**config.mk**
```make
export PLATFORM = sky130hd
export DESIGN_NAME = mvm_shift_add
export DESIGN_NICKNAME = d
export VERILOG_FILES = /design/src/rtl/mvm_shift_add.sv
export SDC_FILE = /design/constraint.sdc
export NUM_CORES = 2
export LEC_CHECK = 0
export CAP_MARGIN = 10
export CELL_PAD_IN_SITES_DETAIL_PLACEMENT = 0
export CELL_PAD_IN_SITES_GLOBAL_PLACEMENT = 1
export CORE_ASPECT_RATIO = 1.25
export CORE_MARGIN = 4
export CORE_UTILIZATION = 38
export CTS_BUF_LIST = sky130_fd_sc_hd__clkbuf_4 sky130_fd_sc_hd__clkbuf_8 sky130_fd_sc_hd__clkbuf_16
export DETAILED_ROUTE_END_ITERATION = 6
export GPL_TIMING_DRIVEN = 0
export PLACE_DENSITY = 0.75
export REMOVE_ABC_BUFFERS = 1
export SLEW_MARGIN = 20
export SYNTH_ARGS = -nofsm -noshare
export SYNTH_HDL_FRONTEND = slang
export SYNTH_SLANG_ARGS = --single-unit
```
**constraint.sdc**
```tcl
create_clock -name clk -period 13.7 [get_ports clk]
set_clock_uncertainty 0.2 [all_clocks]
set_input_delay 4.11 -clock clk [delete_from_list [all_inputs] [get_ports clk]]
set_output_delay 4.11 -clock clk [all_outputs]
set_load 0.05 [all_outputs]
```
**src/rtl/mvm_shift_add.sv**
```systemverilog
// mvm_shift_add: shift-accumulates per-column crossbar slice results into full-precision dot products.
module mvm_shift_add #(
   parameter int XBAR_SIZE  = 16,
   parameter int OUT_BITS   = 16,
   parameter int NUM_SLICES = 16,
   parameter int SLICE_BITS = 1,
   parameter int ACC_BITS   = 32
) (
   input  logic                                 clk,
   input  logic                                 reset,
   input  logic                                 start,
   input  logic                                 signed_mode,
   input  logic                                 in_valid,
   output logic                                 in_ready,
   input  logic [XBAR_SIZE-1:0][OUT_BITS-1:0]   xbar_output,
   output logic                                 out_valid,
   input  logic                                 out_ready,
   output logic [XBAR_SIZE-1:0][ACC_BITS-1:0]   acc_out,
   output logic                                 busy
);
   localparam int CW = NUM_SLICES > 1 ? $clog2(NUM_SLICES) : 1;
   typedef enum logic [1:0] {IDLE, ACCUM, HOLD} state_t;
   state_t state;
   logic [CW-1:0] slice_cnt;
   logic sgn, last, take;
   logic [XBAR_SIZE-1:0][ACC_BITS-1:0] acc, term, nxt;
   assign in_ready  = state == ACCUM;
   assign out_valid = state == HOLD;
   assign busy      = state != IDLE;
   assign acc_out   = acc;
   assign take      = in_valid & in_ready;
   assign last      = slice_cnt == CW'(NUM_SLICES - 1);
   // the MSB slice carries negative weight for two's-complement inputs
   always_comb begin
      for (int i = 0; i < XBAR_SIZE; i++) begin
         term[i] = ACC_BITS'(xbar_output[i]) << (int'(slice_cnt) * SLICE_BITS);
         nxt[i]  = (sgn && last) ? acc[i] - term[i] : acc[i] + term[i];
      end
   end
   always_ff @(posedge clk) begin
      if (reset) begin
         state     <= IDLE;
         slice_cnt <= '0;
         sgn       <= 1'b0;
         acc       <= '0;
      end else begin
         case (state)
            IDLE: if (start) begin
               acc       <= '0;
               slice_cnt <= '0;
               sgn       <= signed_mode;
               state     <= ACCUM;
            end
            ACCUM: if (take) begin
               acc       <= nxt;
               slice_cnt <= last ? '0 : slice_cnt + 1'b1;
               state     <= last ? HOLD : ACCUM;
            end
            HOLD: if (out_ready) state <= IDLE;
            default: state <= IDLE;
         endcase
      end
   end
endmodule

```
Word-level counts from Yosys, hierarchy flattened --
Index checks and enable logic that the tools add are counted.
Word-level totals: output and inout port bits 515, input port bits 262, word-level logic and storage cells 110, register bits after elaboration 519
Operators by class: eq/ne operators 6, $add $sub $neg 33, bitwise logic cells 1, reductions and logical operators 7, shift operators 16, mux-type cells 28
Operators with widths (count):
- $mux W512 | 2
- $pmux W512 S2 | 1
- $add A32 B32 Y32 | 16
- $mux W32 | 16
- $shl A16 B4 Y32 | 16
- $sub A32 B32 Y32 | 16
- $mux W4 | 3
- $mux W2 | 4
- $pmux W4 S2 | 1
- $pmux W2 S3 | 1
- $reduce_and A3 Y1 | 2
- $add A4 B1 Y4 const B | 1
- $eq A4 B4 Y1 const B | 1
- $ne A2 B1 Y1 const B | 2
- $reduce_bool A2 Y1 | 2
- $eq A2 B1 Y1 const B | 1
- $eq A2 B2 Y1 const B | 1
- $logic_not A2 Y1 | 1
- $ne A2 B2 Y1 const B | 1
- $reduce_and A2 Y1 | 1
- $and A1 B1 Y1 | 1
- $logic_and A1 B1 Y1 | 1

Depth between registers and ports, before layout --
depth after elaboration 5, mapped depth 35, mapped depth without buffers 25

Least setup slack after synthesis --
Ideal clock, no wire load.
path type input port to flip-flop, start input port xbar_output[112] (netlist name), end register acc, in the netlist acc_out[255], required time 13383 ps, slack 4713 ps, stages 21, arrival time 8670 ps, path buffers 1, library setup time 117 ps, path through clkbuf_1 -> mux4_2 -> or3_1 -> o31ai_1 -> o21ai_0 -> or4_1 -> nor2_2 -> a21oi_1 -> xnor2_1 -> ha_1 -> and3_1 -> nand2_1 -> or3b_2 -> a21oi_1 -> o41ai_1 -> a41oi_1 -> a211oi_1 -> a31oi_1 -> xor2_1 -> o21ai_0 -> a22o_1
On the way: word-level cells in the longest chain between the ends 5, elaborated cells between the ends (all ways) 6, those cells by class 2 x add/sub; 1 x shift; 3 x mux
RTL lines:
- from (decl) | line 15 | input logic [XBAR_SIZE-1:0][OUT_BITS-1:0] xbar_output,
- $shl A16 B4 Y32 * | line 36 | term[i] = ACC_BITS'(xbar_output[i]) << (int'(slice_cnt) * SLICE_BITS);
- $add A32 B32 Y32 / $sub A32 B32 Y32 (equally long branches) | line 37 | nxt[i] = (sgn && last) ? acc[i] - term[i] : acc[i] + term[i];
- $mux W32 * | line 37
- $mux W512 * | line 54 | ACCUM: if (take) begin
- $pmux W512 S2 * | line 47 | case (state)
- to (signal assigned) | line 55 | acc <= nxt;
- to (decl) | line 26 | logic [XBAR_SIZE-1:0][ACC_BITS-1:0] acc, term, nxt;
Mark *: on every way between the ends. The rest lies on a longest branch, timed or not. The select of a mux whose other input is x is not followed. A chain may end at the register's enable or synchronous reset.

Worst setup path in the final report --
start input port xbar_output[80] (netlist name), end register acc, in the netlist acc_out[191]
The elaborated chain is that of the path after synthesis.

==> results.json <==
{
  "rows": 172,
  "synth-edff-count": 0,
  "htree_levels": 3,
  "start_util_pct": 38.26,
  "via_per_inst": 5.974,
  "fin_nets": 10090,
  "portBuffers": 776,
  "final_cell_mix": "nor2_1 (917), nand2_1 (902), clkdlybuf4s50_1 (775)",
  "place_ws_ps": 3321,
  "cpMaxStageDelayCell": "clkdlybuf4s50_1",
  "clock-sinks": 519,
  "instances_no_fill": 11740,
  "synth_compound_area_share_pct": 27.09,
  "synthAdderAreaFrac_pct": 10.02,
  "grt_max_degree": 97,
  "nFillCells": 17500,
  "critPathMaxFanout": 9,
  "vias": 70160,
  "worst_slew_pin_slew_ps": 1063,
  "status": "finished, final reports clean",
  "cp_slowest_stage_delay_ps": 610,
  "end_kind": "flip-flop",
  "synth_cells": 8822,
  "drive_gt1_share_pct": 7.948,
  "cts_tree": "built",
  "numCtsBuffers": 74,
  "p_leak_uw": 0.03372,
  "drv_slew": 0,
  "tns_ps": 0,
  "core_area_mm2": 0.1758,
  "slew_headroom_pct": 28.19,
  "synth_ff_type": "dfxtp_1",
  "die_x_um": 384.3,
  "grt_antenna_before_repair": 72,
  "path_clk_slew_ps": 50,
  "gp_congestion": 0.9252,
  "synth_seq_cells": 519,
  "clk-insertion-delay-late_ps": 710,
  "cts-root-buf": "clkbuf_16",
  "synthArstFlopShare_pct": 0,
  "dp.cells": 11570,
  "hold_buffers": 0,
  "worstSetupStartpointType": "primary input",
  "clock_path_buffers": 3,
  "finalSetupViolations": 0,
  "finalHoldViolCount": 0,
  "post_cts_buffers": 0,
  "gr-usage-all-layers_pct": 29.63,
  "synth.distinct_cells": 118,
  "multiInputGateArea_mm2": 0.05381,
  "synth_simple_gate_area_share_pct": 19.73,
  "rsz0062_at_grt": "no",
  "grt_pass1_wl_um": 423200,
  "yosys_warnings": 0,
  "seq_area_frac_synth_pct": 15.45,
  "synth_xor_area_share_pct": 10.09,
  "drtIter0Drc": 5341,
  "syn_to_final_growth_pct": 20.64,
  "grt_pass1_vias": 67560,
  "cp.arrival_ps": 10250,
  "hpwl_um": 221500,
  "crit_type": "primary input to flip-flop",
  "min_period_ps": 9825,
  "synthMuxAreaShare_pct": 12.72,
  "syn_area_mm2": 0.06726,
  "avgRoutedWirePerCell_um": 24.32,
  "fmax_mhz": 101.8,
  "die_area_mm2": 0.1838,
  "ir_worst_vdd_uv": 86.35,
  "dieHeight_um": 478.4,
  "seqCellArea_mm2": 0.01041,
  "powerDensity_mw_per_mm2": 65.90,
  "io_pins": 777,
  "grt_overflow": 0,
  "drv_cap": 0,
  "final_core_util_pct": 46.15,
  "fin_ws_ps": 3875,
  "cts_resized": 0,
  "firstDrtPassIters": 6,
  "finalCritPeriodShare_pct": 71.72,
  "wl_um": 285600,
  "ant_nets": 0,
  "final_common_cell": "nor2_1",
  "crit_chain": "clkdlybuf4s50_1, mux2i_1, mux2i_1, or3_1, o31ai_1, nand2_1, or3_1, nor3_2, nor2_1, xor2_1, ha_1, and3_1, and3_1, a31oi_1, o21ai_0, a21o_1, o21ai_0, o22ai_1, nor2_1, o41ai_1, xnor2_1, or2_2, a31oi_1",
  "synth_top_family_by_area": "compound AO/OA/AOI/OAI gates",
  "hp-class": "flip-flop to flip-flop",
  "required_ps": 14130,
  "drc": 0,
  "avgSynthCellArea_um2": 7.624
}
==> cell usage after synthesis, types with 32 or more instances <==
cell	count	area share, %
clkbuf_1	308	1.7
o21ai_0	630	4.7
dfxtp_1	519	15
a22oi_1	313	3.5
a31oi_1	102	0.95
xnor2_1	426	5.5
nor2b_1	112	1.0
o21bai_1	57	0.64
a211oi_1	56	0.63
buf_2	84	0.63
o21a_1	94	1.0
mux4_2	169	5.7
or3_1	85	0.79
a21oi_1	701	5.2
nand4_1	45	0.42
buf_1	36	0.20
mux2_2	158	2.6
nor3_1	166	1.2
and3_1	67	0.62
or2_2	42	0.39
buf_6	34	0.57
nand2b_1	140	1.3
nand3_1	138	1.0
inv_1	198	1.1
xor2_1	349	4.5
ha_1	513	9.5
o211ai_1	32	0.36
a21o_1	277	3.1
a22o_1	59	0.77
o22ai_1	51	0.47
o31ai_1	58	0.65
and2_1	71	0.66
nor2_1	930	5.2
nand2_1	906	5.1
mux2i_1	282	4.2
==> worst paths after layout <==
kind / start / to / slack [ps] / cells after the start
worst max-delay path: xbar_output[80] / acc_out[191] / 3880 / 23
worst min-delay path: acc_out[159] / acc_out[159] / 270 / 2
worst max register to register: slice_cnt[3] / acc_out[415] / 4650 / 25
worst min register to register: acc_out[159] / acc_out[159] / 270 / 2
==> flip-flops by register name, indices dropped and copies added (netlist names) <==
| signal | cells |
|---|---|
| sgn | 1 |
| state | 2 |
| slice_cnt | 4 |
| acc_out | 512 |
==> final cells by class <==
class	count	area share [%]
multi-input combinational	7597	66.32
antenna	46	0.1419
clock inverter	24	0.2328
clock buffer	105	2.703
timing repair buffer	901	13.20
tap	2349	3.622
sequential	519	12.82
inverter	202	0.9591
==> per-layer routing <==
metal | share of wire (%) | wire length, um | track usage (%)
met1 | 40 | 115400 | 36.22
met2 | 45 | 127200 | 47.70
met3 | 11 | 30120 | 9.906
met4 | 4.4 | 12480 | 12.01
met5 | 0.14 | 409 | 0
==> where the power goes <==
group | leakage, uW | total (uW) | internal (uW) | switching, uW
combinational | 0.0283 | 1750 | 703 | 1050
sequential | 0.00420 | 1600 | 1550 | 50.9
clock | 0.00121 | 1990 | 1150 | 843
==> logic make-up after synthesis <==
group | after synthesis
DFF | 519
buffers and inverters | 706
and+or+nand+nor | 2866
adders and majority gates | 529
muxes | 617
xor gates and xnor gates | 775
AOI/OAI and AO/OA | 2810
==> critical path, delay by kind of cell <==
kind,cells,cell delay (ps)
compound gates,8,1790
simple gates,9,2470
buf+inv,1,610
mux,2,540
xor+xnor,2,320
fa+ha+maj,1,370
==> metrics by stage <==
stage | instance area [um^2] | power [uW] | hold WS, ps
2_1_floorplan | 64720 | 2807 | 239.1
3_3_place_gp | 75430 | 3384 | 260.6
3_5_place_dp | 78650 | 3364 | 259.0
4_1_cts | 81030 | 5393 | 270.2
5_1_grt | 81070 | 5611 | 299.5
6_report | 81140 | 5347 | 272.3
(Power assumes the default switching activity.)
